### config.mk
export PLATFORM = sky130hd
export DESIGN_NAME = session_controller
export DESIGN_NICKNAME = d
export VERILOG_FILES = /design/src/rtl/session_pkg.sv /design/src/rtl/tx_byte_sender.sv /design/src/rtl/session_controller.sv
export SDC_FILE = /design/constraint.sdc
export NUM_CORES = 1
export LEC_CHECK = 0
export ABC_AREA = 1
export BUFFER_PORTS_ARGS = -buffer_cell sky130_fd_sc_hd__buf_2
export CORE_ASPECT_RATIO = 0.8
export CORE_MARGIN = 1
export CORE_UTILIZATION = 50
export DETAILED_ROUTE_END_ITERATION = 6
export GPL_ROUTABILITY_DRIVEN = 0
export GPL_TIMING_DRIVEN = 0
export HOLD_SLACK_MARGIN = 0.05
export PLACE_DENSITY = 0.68
export SLEW_MARGIN = 15
export SYNTH_ARGS = -nofsm -noshare
export SYNTH_HDL_FRONTEND = slang
export SYNTH_HIERARCHICAL = 1
export SYNTH_SLANG_ARGS = --single-unit
### constraint.sdc
create_clock -name clk -period 2.15 [get_ports clk]
set_input_delay 0.3225 -clock clk [delete_from_list [all_inputs] [get_ports clk]]
set_output_delay 0.3225 -clock clk [all_outputs]
set_load 0.01 [all_outputs]
### src/rtl/session_pkg.sv
// Shared FSM state encoding and default protocol bytes for the session controller.
package session_pkg;

    typedef enum logic [3:0] {
        ST_IDLE,
        ST_SEND_ID,
        ST_RX_CHAL,
        ST_START,
        ST_WAIT_PUF,
        ST_SEND_HDR,
        ST_FIFO_RD,
        ST_FIFO_WAIT,
        ST_SEND_WORD,
        ST_SEND_CSUM
    } state_t;

    localparam logic [7:0] DEF_REQUEST_ID  = 8'hAA;
    localparam logic [7:0] DEF_RESPONSE_ID = 8'hAA;
    localparam logic [7:0] DEF_CMD_EVAL    = 8'h01;

endpackage

### src/rtl/tx_byte_sender.sv
// Hands one byte to the UART: waits for tx_busy low, pulses tx_enable, then waits one cycle
// plus tx_busy low again before pulsing done; latency >= 4 cycles, stalls while tx_busy is high.
module tx_byte_sender #(
    parameter int DATA_BITS = 8
) (
    input  logic                 clk,
    input  logic                 reset,
    input  logic [DATA_BITS-1:0] byte_dat,
    input  logic                 go,
    output logic                 done,
    output logic [DATA_BITS-1:0] tx_data,
    output logic                 tx_enable,
    input  logic                 tx_busy
);

    typedef enum logic [1:0] {S_IDLE, S_PEND, S_PULSE, S_DRAIN} snd_state_t;

    snd_state_t st;

    always_ff @(posedge clk or negedge reset) begin
        if (!reset) begin
            st        <= S_IDLE;
            tx_data   <= '0;
            tx_enable <= 1'b0;
            done      <= 1'b0;
        end else begin
            tx_enable <= 1'b0;
            done      <= 1'b0;
            case (st)
                S_IDLE: begin
                    if (go) begin
                        tx_data <= byte_dat;
                        st      <= S_PEND;
                    end
                end
                S_PEND: begin
                    if (!tx_busy) begin
                        tx_enable <= 1'b1;
                        st        <= S_PULSE;
                    end
                end
                // Give the UART a cycle to raise tx_busy before trusting it again.
                S_PULSE: st <= S_DRAIN;
                S_DRAIN: begin
                    if (!tx_busy) begin
                        done <= 1'b1;
                        st   <= S_IDLE;
                    end
                end
                default: st <= S_IDLE;
            endcase
        end
    end

endmodule

### src/rtl/session_controller.sv
// UART command front end for a PUF: identify reply, challenge capture, PUF launch and
// streaming of FIFO words with an XOR checksum; every TX byte is paced by tx_busy.
module session_controller
    import session_pkg::*;
#(
    parameter int         DATA_BITS       = 8,
    parameter int         CHALLENGE_BYTES = 1,
    parameter int         RESPONSE_BYTES  = 4,
    parameter logic [7:0] REQUEST_ID      = DEF_REQUEST_ID,
    parameter logic [7:0] RESPONSE_ID     = DEF_RESPONSE_ID,
    parameter logic [7:0] CMD_EVAL        = DEF_CMD_EVAL,
    parameter int         TIMEOUT_CYCLES  = 100000
) (
    input  logic                          clk,
    input  logic                          reset,
    input  logic [DATA_BITS-1:0]          rx_data,
    input  logic                          rx_valid,
    output logic [DATA_BITS-1:0]          tx_data,
    output logic                          tx_enable,
    input  logic                          tx_busy,
    output logic [8*CHALLENGE_BYTES-1:0]  puf_challenge,
    output logic                          puf_start,
    input  logic                          puf_done,
    input  logic [8*RESPONSE_BYTES-1:0]   fifo_dout,
    input  logic                          fifo_empty,
    output logic                          fifo_re,
    output logic                          busy,
    output logic                          err_timeout
);

    generate
        if (DATA_BITS < 1 || CHALLENGE_BYTES < 1 || RESPONSE_BYTES < 1 || TIMEOUT_CYCLES < 1) begin : g_bad_params
            $error("session_controller: all size parameters must be at least 1");
        end
    endgenerate

    localparam int CW  = 8 * CHALLENGE_BYTES;
    localparam int WW  = 8 * RESPONSE_BYTES;
    localparam int CIW = (CHALLENGE_BYTES > 1) ? $clog2(CHALLENGE_BYTES) : 1;
    localparam int WIW = (RESPONSE_BYTES > 1) ? $clog2(RESPONSE_BYTES) : 1;
    localparam int TW  = $clog2(TIMEOUT_CYCLES + 1);

    state_t                 state;
    logic [CW-1:0]          shadow;
    logic [CW-1:0]          chal_next;
    logic [CIW-1:0]         chal_idx;
    logic [WIW-1:0]         word_idx;
    logic [TW-1:0]          idle_cnt;
    logic [WW-1:0]          word;
    logic [7:0]             csum;
    logic [DATA_BITS-1:0]   snd_byte;
    logic [DATA_BITS-1:0]   tx_sel;
    logic                   snd_go;
    logic                   snd_done;
    logic                   go_issued;
    logic                   is_send;
    logic                   tx_step;

    assign busy      = (state != ST_IDLE);
    assign chal_next = (shadow << 8) | CW'(rx_data);
    assign is_send   = (state == ST_SEND_ID)   || (state == ST_SEND_HDR) ||
                       (state == ST_SEND_WORD) || (state == ST_SEND_CSUM);
    assign tx_step   = go_issued && snd_done;

    always_comb begin
        tx_sel = '0;
        case (state)
            ST_SEND_ID, ST_SEND_HDR: tx_sel = DATA_BITS'(RESPONSE_ID);
            ST_SEND_WORD:            tx_sel = DATA_BITS'(word[WW-1 -: 8]);
            ST_SEND_CSUM:            tx_sel = DATA_BITS'(csum);
            default:                 tx_sel = '0;
        endcase
    end

    always_ff @(posedge clk or negedge reset) begin
        if (!reset) begin
            state         <= ST_IDLE;
            shadow        <= '0;
            puf_challenge <= '0;
            chal_idx      <= '0;
            word_idx      <= '0;
            idle_cnt      <= '0;
            word          <= '0;
            csum          <= '0;
            snd_byte      <= '0;
            snd_go        <= 1'b0;
            go_issued     <= 1'b0;
            puf_start     <= 1'b0;
            fifo_re       <= 1'b0;
            err_timeout   <= 1'b0;
        end else begin
            snd_go      <= 1'b0;
            puf_start   <= 1'b0;
            fifo_re     <= 1'b0;
            err_timeout <= 1'b0;

            // Each send state hands exactly one byte to the sender, then waits for done.
            if (is_send && !go_issued) begin
                snd_go    <= 1'b1;
                snd_byte  <= tx_sel;
                go_issued <= 1'b1;
                if (state == ST_SEND_WORD)
                    csum <= csum ^ word[WW-1 -: 8];
            end

            case (state)
                ST_IDLE: begin
                    if (rx_valid) begin
                        if (rx_data == DATA_BITS'(REQUEST_ID)) begin
                            state <= ST_SEND_ID;
                        end else if (rx_data == DATA_BITS'(CMD_EVAL)) begin
                            state    <= ST_RX_CHAL;
                            chal_idx <= '0;
                            idle_cnt <= '0;
                        end
                    end
                end
                ST_SEND_ID: begin
                    if (tx_step) begin
                        go_issued <= 1'b0;
                        state     <= ST_IDLE;
                    end
                end
                ST_RX_CHAL: begin
                    // A byte landing on the expiry cycle wins over the timeout.
                    if (rx_valid) begin
                        shadow   <= chal_next;
                        idle_cnt <= '0;
                        if (chal_idx == CIW'(CHALLENGE_BYTES - 1)) begin
                            puf_challenge <= chal_next;
                            state         <= ST_START;
                        end else begin
                            chal_idx <= chal_idx + CIW'(1);
                        end
                    end else if (idle_cnt == TW'(TIMEOUT_CYCLES - 1)) begin
                        err_timeout <= 1'b1;
                        state       <= ST_IDLE;
                    end else begin
                        idle_cnt <= idle_cnt + TW'(1);
                    end
                end
                ST_START: begin
                    puf_start <= 1'b1;
                    state     <= ST_WAIT_PUF;
                end
                ST_WAIT_PUF: begin
                    if (puf_done)
                        state <= ST_SEND_HDR;
                end
                ST_SEND_HDR: begin
                    csum <= '0;
                    if (tx_step) begin
                        go_issued <= 1'b0;
                        state     <= ST_FIFO_RD;
                    end
                end
                ST_FIFO_RD: begin
                    if (!fifo_empty) begin
                        fifo_re <= 1'b1;
                        state   <= ST_FIFO_WAIT;
                    end else begin
                        state <= ST_SEND_CSUM;
                    end
                end
                ST_FIFO_WAIT: begin
                    // fifo_re is still high on the first cycle here; data lands the cycle after.
                    if (!fifo_re) begin
                        word     <= fifo_dout;
                        word_idx <= '0;
                        state    <= ST_SEND_WORD;
                    end
                end
                ST_SEND_WORD: begin
                    if (tx_step) begin
                        go_issued <= 1'b0;
                        word      <= word << 8;
                        if (word_idx == WIW'(RESPONSE_BYTES - 1))
                            state <= ST_FIFO_RD;
                        else
                            word_idx <= word_idx + WIW'(1);
                    end
                end
                ST_SEND_CSUM: begin
                    if (tx_step) begin
                        go_issued <= 1'b0;
                        state     <= ST_IDLE;
                    end
                end
                default: state <= ST_IDLE;
            endcase
        end
    end

    tx_byte_sender #(
        .DATA_BITS (DATA_BITS)
    ) u_tx_byte_sender (
        .clk       (clk),
        .reset     (reset),
        .byte_dat  (snd_byte),
        .go        (snd_go),
        .done      (snd_done),
        .tx_data   (tx_data),
        .tx_enable (tx_enable),
        .tx_busy   (tx_busy)
    );

endmodule

==> reports/qor.json <==
{
  "detail_route.iter0.violations": 270,
  "total_leakage_power_uw": 0.00303,
  "antenna-diode-count": 0,
  "drive_above_1_share_pct": 21.1,
  "cts_root_buf": "clkbuf_16",
  "grt_pass1_vias": 4041,
  "yosysMostFrequentCell": "nand2_1",
  "startpoint_type": "flop",
  "post_synth_inst_count": 619,
  "synth_largest_type_area_fraction_pct": 47.5,
  "finalWorstPathRequiredPeriod_ns": 1.86,
  "worstPathRequired_ns": 2.43,
  "tritoncts_clock_tree": "built",
  "timing.slew.headroom_pct": 54.5,
  "synth_top_area_cell": "dfrtp_1",
  "fmax_ghz": 0.538,
  "synth-adder-area-share_pct": 1.73,
  "synth-main-ff-cell": "dfrtp_1",
  "post_synth.cell_area_avg_um2": 8.17,
  "holdWs_ns": 0.155,
  "dpl-instance-area_um2": 5590,
  "tightestPinTransition_ns": 0.680,
  "final-setup-viol-count": 0,
  "crit_path_capture": "idle_cnt[3]$_DFFE_PN0P_",
  "fin_skew_ns": 0.00397,
  "cts_repair_resize_count": 0,
  "finalNetCount": 751,
  "die-height_um": 91.9,
  "synth.net_count": 672,
  "finalHoldViolCount": 0,
  "cts-buffers-inserted": 9,
  "via_count": 4263,
  "final-max-slew-violation-count": 0,
  "post_cts_hold_buffer_count": 1,
  "fillerInstances": 892,
  "synth-seq-area-share_pct": 47.5,
  "power_density_nw_per_um2": 1210,
  "r2r_cells": 8,
  "detail_route.vias_per_cell": 5.08,
  "synth_compound_area_share_pct": 13.3,
  "design.core.area_um2": 9730,
  "post_cts_setup_inserts": 0,
  "tcrit_tclk_final_pct": 86.4,
  "insertion_delay_ns": 0.34,
  "setup-tns-final_ns": 0,
  "boundaryPins": 67,
  "die_area_um2": 10500,
  "outcome": "finished clean",
  "post_route_ant_nets": 0,
  "timing.max_cap.violations": 0,
  "dp_hpwl_um": 8070,
  "path_clk_slew_ns": 0.07,
  "floorplan.initialDensity_pct": 52.0,
  "cts_htree_levels": 3,
  "drt-total-wl_um": 11000,
  "overall_die_width_um": 114,
  "port-buffer-count": 66,
  "synth_top_family_by_area": "simple AND/OR/NAND/NOR gates",
  "ys_seq_elements": 96,
  "min-delay-path-class": "primary input to flop",
  "post_drt_wl_per_cell_um": 13.1,
  "remaining_design_rule_violation_count": 0,
  "row_count": 32,
  "yosys.cell_types.count": 35,
  "grt_util_all_layers_pct": 22.9,
  "grt_start_max_net_pins": 77,
  "synth-xor-area-share_pct": 1.21,
  "synth.area.mux_share_pct": 0,
  "overflow": 0,
  "worstSetupEndpointType": "flop",
  "post_synthesis_simple_gate_area_fraction_pct": 27.3,
  "final_non_filler_cell_area_um2": 5930,
  "timing.critical_path.fanout_max": 10,
  "ys_top_cells_by_count": "nand2_1, dfrtp_1, inv_1, nand3_1, nor2_1",
  "yosys_warnings": 6,
  "setup.reg_to_reg.worst_slack_ns": 0.29,
  "timing.rr.start": "idle_cnt[0]$_DFFE_PN0P_",
  "cp_data_arrival_time_ns": 2.14,
  "worst_setup_path_startpoint": "idle_cnt[0]$_DFFE_PN0P_",
  "antenna_found_initial": 0,
  "sink_count_of_the_clock_tree": 96,
  "global_route_wire_length_before_repair_um": 19100,
  "drt-pass1-iter-count": 5,
  "area_growth_pct": 17.3,
  "max-clock-path-buffers": 2,
  "power.ir.vdd_worst_mv": 0.726,
  "regToRegEndpoint": "idle_cnt[3]$_DFFE_PN0P_",
  "post_synth_design_cell_area_um2": 5050,
  "criticalPathCategory": "flop to flop",
  "synth_edf_count": 0,
  "postSynth.asyncResetShare_pct": 100,
  "largest_cells_by_area_after_synthesis": "dfrtp_1, nand2_1, inv_1",
  "setup_repair_after_global_routing_missed_its_margin": "false"
}
## worst min path at each step
stage / from / end / slack, ns / cells after the start
after floorplan: reset / csum[0]$_DFFE_PN0P_ / 0.03 / 0
final: fifo_empty / fifo_re$_DFF_PN0_ / 0.16 / 2
after detailed placement: reset / idle_cnt[11]$_DFFE_PN0P_ / 0.19 / 1
after global routing: fifo_empty / fifo_re$_DFF_PN0_ / 0.16 / 2
after global placement: u_tx_byte_sender/tx_data[0]$_DFFE_PN0P_ / u_tx_byte_sender/tx_data[0]$_DFFE_PN0P_ / 0.45 / 2
after CTS: fifo_empty / fifo_re$_DFF_PN0_ / 0.15 / 2
## logic make-up (layout without fill, tap and decap cells)
kind of cell	Yosys count	count (layout)
flip-flops	96	96
AND/OR/NAND/NOR	313	313
adder cells (fa/ha/maj)	7	7
buffers and inverters	105	189
AO/OA/AOI/OAI	91	91
XOR/XNOR	7	7
## layout by cell type, fill, tap and decap left out, types with 3 or more instances in the layout
master	synthesis	final
o21ai_2	10	10
nor2_2	5	5
o21ai_1	24	24
nand4_1	15	15
o22ai_1	4	4
nand3b_1	3	3
o21ai_0	22	22
o211ai_1	6	6
dfrtp_1	96	96
nor3_1	12	12
clkbuf_16	0	9
buf_2	7	72
o211ai_2	19	19
nor2_1	36	36
ha_1	7	7
inv_2	6	6
o221ai_1	3	3
nand2_1	186	186
nor3b_1	8	8
nor2_4	3	3
clkbuf_1	4	4
nand3_1	38	38
xor2_1	6	6
inv_1	79	79
nand2_2	4	4
buf_6	5	6
## metal layers
metal,GRT usage [%],routed length (um)
met1,33.9,5530
met2,34.3,4700
met3,5.09,622
met4,5.19,117
met5,0,0
## critical path, stage by stage (launching register included)
cell,delay [ns]
dfrtp_1,0.40
ha_1,0.23
nand3_1,0.22
nor2_1,0.08
nand3_1,0.09
nand2_1,0.05
nor2_1,0.53
nand2_1,0.11
nand2_1,0.09
## power breakdown
part	switching (uW)	leakage (uW)	internal [uW]
registers	289	0.00123	2450
clock network	673	0.000165	1080
logic	1720	0.00163	959
## through the flow
stage / utilization (%) / std cells / worst slack [ns] / total power, uW
after CTS: 61.0 / 839 / 0.292 / 7230
after global placement: 57.1 / 821 / -0.245 / 5330
after floorplan: - / 619 / 0.633 / 4680
after detailed placement: 57.4 / 822 / 0.309 / 5450
after global routing: 61.0 / 839 / 0.0983 / 7710
final: 61.0 / 839 / 0.293 / 7170
## state kept, by name (all words and copies together), names as in the netlist, 2 cells and up
name / cells
u_tx_byte_sender/tx_data: 8
word: 32
idle_cnt: 17
csum: 8
u_tx_byte_sender/st: 2
state: 4
snd_byte: 8
puf_challenge: 8
word_idx: 2
## final cells by class
| class | instances | area [um2] | share of cell area, % |
|---|---|---|---|
| buffer | 19 | 133 | 2.24 |
| tap | 136 | 170 | 2.87 |
| timing repair buffer | 68 | 374 | 6.31 |
| sequential | 96 | 2400 | 40.5 |
| multi-input combinational | 418 | 2200 | 37.0 |
| inverter | 86 | 323 | 5.44 |
| clock buffer | 11 | 253 | 4.26 |
| clock inverter | 5 | 78.8 | 1.33 |
Note: power is estimated with default switching activity, not from simulation.
